==> src/rtl/rk_spi_pkg.sv <==
// Shared SPI framing types and the register map seen by the 40 MHz decoder.
package rk_spi_pkg;

   typedef enum logic [1:0] {
      IDLE = 2'd0,
      ADDR = 2'd1,
      DATA = 2'd2
   } spi_state_t;

   localparam int SPI_READ_BIT = 7;

   localparam logic [7:0] REG_ID        = 8'h00;
   localparam logic [7:0] REG_CTRL      = 8'h04;
   localparam logic [7:0] REG_STATUS    = 8'h05;
   localparam logic [7:0] REG_SCRATCH   = 8'h06;
   localparam logic [7:0] REG_DAC       = 8'h20;
   localparam logic [7:0] REG_RD_FIFO0  = 8'h80;
   localparam logic [7:0] REG_RD_FIFO1  = 8'h81;
   localparam logic [7:0] REG_RD_FIFO2  = 8'h82;
   localparam logic [7:0] REG_RD_FIFO3  = 8'h83;
   localparam logic [7:0] REG_RD_VER    = 8'h88;
   localparam logic [7:0] REG_RD_STAT0  = 8'h90;
   localparam logic [7:0] REG_RD_STAT1  = 8'h91;
   localparam logic [7:0] REG_RD_DBG    = 8'hA0;

   function automatic logic is_read(input logic [7:0] a);
      return a[SPI_READ_BIT];
   endfunction

endpackage

==> src/rtl/spi_frame_engine_if.sv <==
// Pin-side inputs and decoder-facing outputs of the SPI framing stage.
interface spi_frame_engine_if #(
   parameter int BYTE_CNT_W = 8,
   parameter int RUNT_CNT_W = 8
);
   logic                  spi_start;
   logic                  spi_mosi;
   logic [7:0]            tx_data;
   logic [7:0]            addr_peek;
   logic [7:0]            addr;
   logic                  addr_toggle;
   logic [7:0]            rx_byte;
   logic [BYTE_CNT_W-1:0] rx_idx;
   logic                  rx_toggle;
   logic                  rd_toggle;
   logic                  miso_bit;
   logic [RUNT_CNT_W-1:0] runt_cnt;
   logic                  frame_err;

   modport master (
      output spi_start, spi_mosi, tx_data,
      input  addr_peek, addr, addr_toggle, rx_byte, rx_idx, rx_toggle,
             rd_toggle, miso_bit, runt_cnt, frame_err
   );

   modport slave (
      input  spi_start, spi_mosi, tx_data,
      output addr_peek, addr, addr_toggle, rx_byte, rx_idx, rx_toggle,
             rd_toggle, miso_bit, runt_cnt, frame_err
   );
endinterface

==> src/rtl/spi_shift8.sv <==
// 8-bit MSB-first shift register with parallel load and a 3-bit bit counter.
// Load wins over shift; the counter wraps 7 -> 0 on its own.
module spi_shift8 (
   input  logic       spi_clk,
   input  logic       reset,
   input  logic       load,
   input  logic [7:0] load_dat,
   input  logic [2:0] load_cnt,
   input  logic       shift,
   input  logic       shift_in,
   output logic [7:0] q,
   output logic [2:0] cnt
);

   always_ff @(posedge spi_clk) begin
      if (reset) begin
         q   <= '0;
         cnt <= '0;
      end else if (load) begin
         q   <= load_dat;
         cnt <= load_cnt;
      end else if (shift) begin
         q   <= {q[6:0], shift_in};
         cnt <= cnt + 3'd1;
      end
   end

endmodule

==> src/rtl/spi_frame_engine.sv <==
// Frames the MOSI stream into address/data bytes, serialises readback onto MISO.
// Byte results register on the edge of their last bit; announced by level toggles.
module spi_frame_engine
   import rk_spi_pkg::*;
#(
   parameter int BYTE_CNT_W = 8,
   parameter int RUNT_CNT_W = 8
) (
   input logic               spi_clk,
   input logic               reset,
   spi_frame_engine_if.slave bus
);

   spi_state_t            state, state_nxt;
   logic [7:0]            sr, tx_q;
   logic [2:0]            bit_cnt, tx_cnt;
   logic [BYTE_CNT_W-1:0] byte_cnt;
   logic                  rx_load, rx_shift, tx_load, tx_shift;
   logic                  addr_done, data_done, runt;
   logic                  unused_bits;

   assign bus.addr_peek = {sr[6:0], bus.spi_mosi};
   assign unused_bits   = ^{sr[7], tx_q[7], tx_q[5:0], tx_cnt};

   spi_shift8 u_rx (
      .spi_clk  (spi_clk),
      .reset    (reset),
      .load     (rx_load),
      .load_dat ({7'b0, bus.spi_mosi}),
      .load_cnt (3'd1),
      .shift    (rx_shift),
      .shift_in (bus.spi_mosi),
      .q        (sr),
      .cnt      (bit_cnt)
   );

   spi_shift8 u_tx (
      .spi_clk  (spi_clk),
      .reset    (reset),
      .load     (tx_load),
      .load_dat (bus.tx_data),
      .load_cnt (3'd0),
      .shift    (tx_shift),
      .shift_in (1'b0),
      .q        (tx_q),
      .cnt      (tx_cnt)
   );

   always_ff @(posedge spi_clk) begin
      if (reset) state <= IDLE;
      else       state <= state_nxt;
   end

   always_comb begin
      state_nxt = state;
      rx_load   = 1'b0;
      rx_shift  = 1'b0;
      tx_load   = 1'b0;
      tx_shift  = 1'b0;
      addr_done = 1'b0;
      data_done = 1'b0;
      runt      = 1'b0;
      if (bus.spi_start) begin
         state_nxt = ADDR;
         rx_load   = 1'b1;
         // A new frame is clean only on a byte boundary of the data phase.
         runt      = (state == ADDR) || (state == DATA && bit_cnt != 3'd0);
      end else begin
         case (state)
            ADDR: begin
               rx_shift = 1'b1;
               if (bit_cnt == 3'd7) begin
                  addr_done = 1'b1;
                  tx_load   = 1'b1;
                  state_nxt = DATA;
               end
            end
            DATA: begin
               rx_shift = 1'b1;
               if (bit_cnt == 3'd7) begin
                  data_done = 1'b1;
                  tx_load   = 1'b1;
               end else begin
                  tx_shift  = 1'b1;
               end
            end
            default: ;
         endcase
      end
   end

   always_ff @(posedge spi_clk) begin
      if (reset) begin
         bus.addr        <= '0;
         bus.addr_toggle <= 1'b0;
         bus.rx_byte     <= '0;
         bus.rx_idx      <= '0;
         bus.rx_toggle   <= 1'b0;
         bus.rd_toggle   <= 1'b0;
         bus.miso_bit    <= 1'b0;
         bus.runt_cnt    <= '0;
         bus.frame_err   <= 1'b0;
         byte_cnt        <= '0;
      end else begin
         if (bus.spi_start) byte_cnt <= '0;
         if (runt) begin
            bus.frame_err <= 1'b1;
            if (bus.runt_cnt != {RUNT_CNT_W{1'b1}})
               bus.runt_cnt <= bus.runt_cnt + RUNT_CNT_W'(1);
         end
         if (addr_done) begin
            bus.addr        <= bus.addr_peek;
            bus.addr_toggle <= ~bus.addr_toggle;
            if (is_read(bus.addr_peek)) bus.rd_toggle <= ~bus.rd_toggle;
         end
         if (data_done) begin
            bus.rx_byte   <= bus.addr_peek;
            bus.rx_idx    <= byte_cnt;
            bus.rx_toggle <= ~bus.rx_toggle;
            if (byte_cnt != {BYTE_CNT_W{1'b1}}) byte_cnt <= byte_cnt + BYTE_CNT_W'(1);
            if (is_read(bus.addr)) bus.rd_toggle <= ~bus.rd_toggle;
         end
         if (tx_load)       bus.miso_bit <= bus.tx_data[7];
         else if (tx_shift) bus.miso_bit <= tx_q[6];
      end
   end

endmodule

==> src/flat_wrapper.sv <==
// flat-port wrapper written by rule: the top's interface ports become plain ports
module spi_frame_engine_flat import rk_spi_pkg::*;
#(
   parameter int BYTE_CNT_W = 8,
   parameter int RUNT_CNT_W = 8
)
  (spi_clk, reset, bus_spi_start, bus_spi_mosi, bus_tx_data, bus_addr_peek, bus_addr, bus_addr_toggle, bus_rx_byte, bus_rx_idx, bus_rx_toggle, bus_rd_toggle, bus_miso_bit, bus_runt_cnt, bus_frame_err);
  spi_frame_engine_if #(.BYTE_CNT_W(BYTE_CNT_W), .RUNT_CNT_W(RUNT_CNT_W)) bus_i ();
  input logic spi_clk;
  input logic reset;
  input wire logic [$bits(bus_i.spi_start)-1:0] bus_spi_start;
  input wire logic [$bits(bus_i.spi_mosi)-1:0] bus_spi_mosi;
  input wire logic [$bits(bus_i.tx_data)-1:0] bus_tx_data;
  output wire logic [$bits(bus_i.addr_peek)-1:0] bus_addr_peek;
  output wire logic [$bits(bus_i.addr)-1:0] bus_addr;
  output wire logic [$bits(bus_i.addr_toggle)-1:0] bus_addr_toggle;
  output wire logic [$bits(bus_i.rx_byte)-1:0] bus_rx_byte;
  output wire logic [$bits(bus_i.rx_idx)-1:0] bus_rx_idx;
  output wire logic [$bits(bus_i.rx_toggle)-1:0] bus_rx_toggle;
  output wire logic [$bits(bus_i.rd_toggle)-1:0] bus_rd_toggle;
  output wire logic [$bits(bus_i.miso_bit)-1:0] bus_miso_bit;
  output wire logic [$bits(bus_i.runt_cnt)-1:0] bus_runt_cnt;
  output wire logic [$bits(bus_i.frame_err)-1:0] bus_frame_err;
  assign bus_i.spi_start = bus_spi_start;
  assign bus_i.spi_mosi = bus_spi_mosi;
  assign bus_i.tx_data = bus_tx_data;
  assign bus_addr_peek = bus_i.addr_peek;
  assign bus_addr = bus_i.addr;
  assign bus_addr_toggle = bus_i.addr_toggle;
  assign bus_rx_byte = bus_i.rx_byte;
  assign bus_rx_idx = bus_i.rx_idx;
  assign bus_rx_toggle = bus_i.rx_toggle;
  assign bus_rd_toggle = bus_i.rd_toggle;
  assign bus_miso_bit = bus_i.miso_bit;
  assign bus_runt_cnt = bus_i.runt_cnt;
  assign bus_frame_err = bus_i.frame_err;
  spi_frame_engine #(.BYTE_CNT_W(BYTE_CNT_W), .RUNT_CNT_W(RUNT_CNT_W)) u_core (.spi_clk(spi_clk), .reset(reset), .bus(bus_i));
endmodule
==> config.mk <==
export PLATFORM = sky130hd
export DESIGN_NAME = spi_frame_engine_flat
export DESIGN_NICKNAME = d
export VERILOG_FILES = /design/src/rtl/rk_spi_pkg.sv /design/src/rtl/spi_frame_engine_if.sv /design/src/rtl/spi_shift8.sv /design/src/rtl/spi_frame_engine.sv /design/src/flat_wrapper.sv
export SDC_FILE = /design/constraint.sdc
export NUM_CORES = 1
export LEC_CHECK = 0
export ABC_AREA = 0
export BUFFER_PORTS_ARGS = -buffer_cell sky130_fd_sc_hd__buf_2
export CAP_MARGIN = 20
export CORE_ASPECT_RATIO = 0.75
export CORE_MARGIN = 3
export CORE_UTILIZATION = 25
export DETAILED_ROUTE_END_ITERATION = 10
export SYNTH_ARGS = -nofsm -noshare
export SYNTH_HDL_FRONTEND = slang
export SYNTH_SLANG_ARGS = --single-unit
==> constraint.sdc <==
create_clock -name spi_clk -period 2.5 [get_ports spi_clk]
set_clock_uncertainty 0.15 [all_clocks]
set_input_delay 0.125 -clock spi_clk [delete_from_list [all_inputs] [get_ports spi_clk]]
set_output_delay 0.125 -clock spi_clk [all_outputs]
set_load 0.01 [all_outputs]
# ---- Word-level counts from Yosys, hierarchy flattened
# Cells that the tools add are included.
dict set report word_totals {
  reg_bits 64
  latch_bits 0
  ramBits 0
  romBits 0
  in_bits 12
  out_inout_bits 45
  word_cells 73
  memories 0
}
dict set report op_classes {
  add_sub_neg 3
  mul 0
  div 0
  magnitude_cmp 0
  n_eq_ne 5
  shifts 0
  muxes 32
  bitwise 3
  n_reduce_logical 13
}
# cell count
set ops {}
lappend ops {{$mux W1} 27}
lappend ops {{$mux W8} 3}
lappend ops {{$add A8 B1 Y8 const B} 2}
lappend ops {{$ne A8 B8 Y1 const B} 2}
lappend ops {{$mux W7} 2}
lappend ops {{$reduce_bool A2 Y1} 4}
lappend ops {{$reduce_and A2 Y1} 3}
lappend ops {{$reduce_or A2 Y1} 3}
lappend ops {{$add A3 B1 Y3 const B} 1}
lappend ops {{$eq A3 B3 Y1 const B} 1}
lappend ops {{$not A1 Y1} 3}
lappend ops {{$reduce_bool A3 Y1} 1}
lappend ops {{$eq A2 B1 Y1 const B} 1}
lappend ops {{$eq A2 B2 Y1 const B} 1}
lappend ops {{$logic_and A1 B1 Y1} 1}
lappend ops {{$logic_or A1 B1 Y1} 1}

# ---- Longest topological paths before layout
dict set report depth {
  word_depth 7
  ltp_mapped 8
  mapped_depth_nobuf 6
}

# ---- By module
# Synthesis repeated with hierarchy kept, for this count alone.
dict set report unflattened {
  hier_cells 330
  area_unflattened_um2 3116.7
}
# module instances cells_each area_each_um2 seq_area_each_um2
set modules_own_cells {}
lappend modules_own_cells {spi_frame_engine 1 230 2058.2 940.9}
lappend modules_own_cells {spi_shift8 2 50 529.3 220.2}

# ---- Worst setup path after synthesis
# OpenSTA, ideal clock, no wires.
dict set report synth_path {
  kind {reg-to-reg}
  from {register u_core.u_rx.cnt[0]}
  to {register u_core.byte_cnt[7]}
  t_arrival_ns 1.641
  required_time_ns 2.222
  setup_slack_ns 0.581
  path_stages_with_launch 9
  path_buffers 2
  cell_sequence {dfxtp_1 > ha_1 > ha_1 > buf_2 > nand3b_1 > buf_2 > nor4_1 > mux2i_1 > nor2_1}
}
dict set report synth_via {
  elab_chain_len 5
}
# element line_no
set synth_lines {}
lappend synth_lines {{start: declaration} spi_shift8.sv:12} ;# output logic [2:0] cnt
lappend synth_lines {{start signal: assignment} spi_shift8.sv:21} ;# cnt <= load_cnt;
lappend synth_lines {{start signal: assignment} spi_shift8.sv:24} ;# cnt <= cnt + 3'd1;
lappend synth_lines {{$eq A3 B3 Y1} spi_frame_engine.sv:80} ;# if (bit_cnt == 3'd7) begin
lappend synth_lines {{$mux W1} spi_frame_engine.sv:80}
lappend synth_lines {{$mux W1} spi_frame_engine.sv:69} ;# case (state)
lappend synth_lines {{$mux W1} spi_frame_engine.sv:63} ;# if (bus.spi_start) begin
lappend synth_lines {{$mux W8} spi_frame_engine.sv:116} ;# if (data_done) begin
lappend synth_lines {{end signal: assignment} spi_frame_engine.sv:120} ;# if (byte_cnt != {BYTE_CNT_W{1'b1}}) byte_cnt <= byte_cnt + BYTE_CNT_W'(1);
lappend synth_lines {{end: declaration} spi_frame_engine.sv:17} ;# logic [BYTE_CNT_W-1:0] byte_cnt;
# Every way passes these cells.
# A chain may end at the register's enable or synchronous reset.

# ---- Final worst setup path
dict set report layout_path {
  from {register u_core.u_rx.cnt[0]}
  to {register u_core.byte_cnt[6]}
}
# The elaborated chain is that of the path after synthesis.

==> results.json <==
{
  "cts_root_buf": "clkbuf_16",
  "gp_congestion": 0.788,
  "synth_cell_type_count": 45,
  "ys_dominant_reg_cell": "dfxtp_1",
  "ys_top_cells_by_count": "64 x dfxtp_1, 63 x nand2_1, 32 x a21oi_1",
  "pin_count_of_the_biggest_net_entering_global_routing": 55,
  "worstReg2RegEnd": "u_core.byte_cnt[6]",
  "worst_skew_pair.late_latency_ns": 0.33,
  "count_of_instances_resized_after_the_clock_tree_is_built": 0,
  "power_leakage_nw": 1.39,
  "setup_repair_after_global_routing_missed_its_margin": "false",
  "tightest_pin_transition_ns": 0.609,
  "nets": 388,
  "maxSlewHeadroom_pct": 59.3,
  "dpl_cell_area_sq_um": 3040,
  "net-switching-power_uw": 500,
  "synth-edff-count": 0,
  "floorplan.io_pins": 57,
  "synth-warning-count": 0,
  "first_pass_grt_wire_length_microns": 11200,
  "regToRegSetupSlack_ns": 0.33,
  "tritoncts": "done",
  "holdCritPathClass": "input port to register",
  "synth.top_cells.by_area": "dfxtp_1 48%, nand2_1 8.9%, a21oi_1 6.0%, nor2_1 4.2%, mux2i_1 3.8%",
  "cts-buffers-inserted": 9,
  "grt_remaining_overflow": 0,
  "irDropWorstVdd_v": 0.000346,
  "drt_pass_1_iters": 5,
  "overall_via_count_from_detail_route": 2387,
  "drv_slew": 0,
  "worstSetupStartpointType": "register",
  "fin_hold_ws_ns": 0.0738,
  "placementRows": 31,
  "layout-area-overhead-vs-synth_pct": 29.9,
  "ys_async_sr_fraction_pct": 0,
  "detail_route.vias_per_cell": 4.72,
  "initialDrtViolationCount": 94,
  "sinks_on_clock_net": 64,
  "clock_tree.buffer_depth": 2,
  "portBuffers": 56,
  "netSwitchingFraction_pct": 20.3,
  "initial_standard_cell_utilization_of_the_core_pct": 26.5,
  "comb_power_share_pct": 3.6,
  "worst_ep_required_time_ns": 2.54,
  "timing.setup.critical_path_class": "register to register",
  "drv.max_cap_violation_count": 0,
  "syn_inst": 308,
  "diodes": 0,
  "min-delay-start": "reset",
  "launching_instance_or_port_of_the_critical_path": "u_core.u_rx.cnt[0]",
  "grt_pass1_vias": 2270,
  "finish.instance_area_sq_um": 3450,
  "r2r_start": "u_core.u_rx.cnt[0]",
  "mappedNetlistArea_sq_um": 2660,
  "wl_microns": 6760,
  "status": "finished clean",
  "clock_power_share_pct": 54.4,
  "fin_crit_ns": 2.17,
  "hold_viol": 0,
  "crit_end": "u_core.byte_cnt[6]",
  "postSynthAreaPerCell_sq_um": 8.62,
  "post_drt_wl_per_cell_microns": 13.4,
  "fraction_of_final_layout_cells_with_drive_strength_greater_than_1_pct": 22.7,
  "crit_fanout": 11,
  "synth.most_common_cell": "dfxtp_1",
  "antenna_found_initial": 0,
  "critPathArrivalTime_ns": 2.21,
  "remaining_drc_errors": 0,
  "clk_pin_slew_ns": 0.05,
  "worstSetupEndpointType": "register",
  "grt_use_total_pct": 11.9,
  "die_h_microns": 95.2,
  "netlist.top_cell.by_area": "dfxtp_1",
  "fin_crit_sh_pct": 86.9,
  "h-tree-depth": 3,
  "rr_worst_depth": 6,
  "pwr-share-seq_pct": 42.0,
  "number_of_nets_with_antenna_violations_after_routing": 0,
  "ys_ff_latch": 64,
  "die_area_sq_um": 11900,
  "synthDominantCellAreaShare_pct": 48.3,
  "finish.utilization_pct": 34.5,
  "die_width_microns": 125,
  "p_int_mw": 1.96,
  "fmax_mhz": 460,
  "power_density_nw_per_um2": 713,
  "report.power.total_mw": 2.46,
  "hpwlAfterDp_microns": 4730,
  "fin_tns_setup_ns": 0,
  "finalSetupViolations": 0,
  "seq_area_frac_synth_pct": 48.3,
  "syn-num-nets": 327,
  "core_area_sq_um": 10000
}
[repair_timing]
action | 4_1_cts | 5_1_grt
endpoints found under the hold margin | 10 | 0
buffers inserted | 0 | 0
hold buffers | 9 | 0
[layout by cell type (no fill, tap or decap), drive strengths merged, types with 2 or more instances in the layout]
cell | synthesis | routed
a211oi | 4 | 4
a21oi | 32 | 32
a22oi | 5 | 5
a311oi | 3 | 3
a31oi | 3 | 3
and3b | 2 | 2
and4 | 2 | 2
buf | 9 | 61
bufinv | 0 | 2
clkbuf | 11 | 11
clkinvlp | 0 | 2
dfxtp | 64 | 64
dlygate4sd3 | 0 | 9
ha | 7 | 7
inv | 8 | 8
mux2 | 2 | 2
mux2i | 10 | 10
nand2 | 63 | 63
nand3 | 6 | 6
nand4 | 3 | 3
nor2 | 30 | 30
nor2b | 2 | 2
nor3 | 4 | 4
nor3b | 2 | 2
nor4 | 3 | 3
o21ai | 5 | 5
o22ai | 2 | 2
o311ai | 3 | 3
o41ai | 5 | 5
or3b | 3 | 3
or4 | 2 | 2
xnor2 | 2 | 2
xor2 | 2 | 2
[area by class of cell]
cell class                      count  area [sq um]
Fill cell                        1050          6560
Sequential cell                    64          1280
Multi-Input combinational cell    216          1240
Timing Repair Buffer               70           408
Clock buffer                       11           243
Tap cell                          132           165
Clock inverter                      5          80.1
Inverter                            8          30.0
[critical path, stage by stage (launching register included)]
cell      delay (ns)
dfxtp_1         0.36
ha_1            0.16
ha_1            0.31
nand3b_1        0.28
or4_1           0.56
a31oi_1         0.17
nor2_1          0.05
[power groups by stage]
stage,clock network (mW),registers (mW),logic (mW)
after floorplan,0,1.06,0.0535
after global placement,0,1.05,0.0770
after detailed placement,0,1.06,0.0779
after CTS,1.37,1.03,0.0892
after global routing,1.43,1.03,0.0987
final,1.34,1.03,0.0885
[cell families after synthesis]
logic type | share of synthesized area (%)
compound gates | 16.4
xor+xnor | 1.32
fa+ha+maj | 3.30
buf+inv | 4.95
flops | 48.3
mux | 4.62
simple gates | 21.2
[worst min-delay path by stage]
| stage | depth (start not counted) | to |
|---|---|---|
| 5_1_grt | 4 | u_core.byte_cnt[1] |
| 3_3_place_gp | 3 | u_core.u_tx.q[0] |
| 4_1_cts | 4 | u_core.byte_cnt[3] |
| 2_1_floorplan | 2 | u_core.bus.addr[0] |
| 6_report | 4 | u_core.byte_cnt[3] |
| 3_5_place_dp | 3 | u_core.u_tx.q[0] |
[registers in the layout, indices dropped and copies added, names as in the netlist, 2 cells and up]
register	cells
u_core.bus.addr	8
u_core.bus.rx_idx	8
u_core.u_rx.q	7
u_core.byte_cnt	8
u_core.bus.runt_cnt	8
u_core.u_rx.cnt	3
u_core.state	2
u_core.bus.rx_byte	8
u_core.u_tx.q	7
[routing by layer]
metal / wire, microns / part of all wire, % / track usage (%) / up-vias
li1: - / - / - / 1206
met1: 3410 / 50 / 15.9 / 1102
met2: 2840 / 42 / 17.2 / 74
met3: 465 / 6.9 / 4.59 / 5
met4: 53 / 0.78 / 4.96 / 0
met5: 0 / 0 / 0 / -
[stage by stage]
step	setup WS (ns)	cells
floorplan	0.581	308
global placement	0.371	481
detailed placement	0.340	481
CTS	0.337	506
global route	0.148	506
finish	0.327	506
No activity file was read; power rests on OpenSTA's default activity.
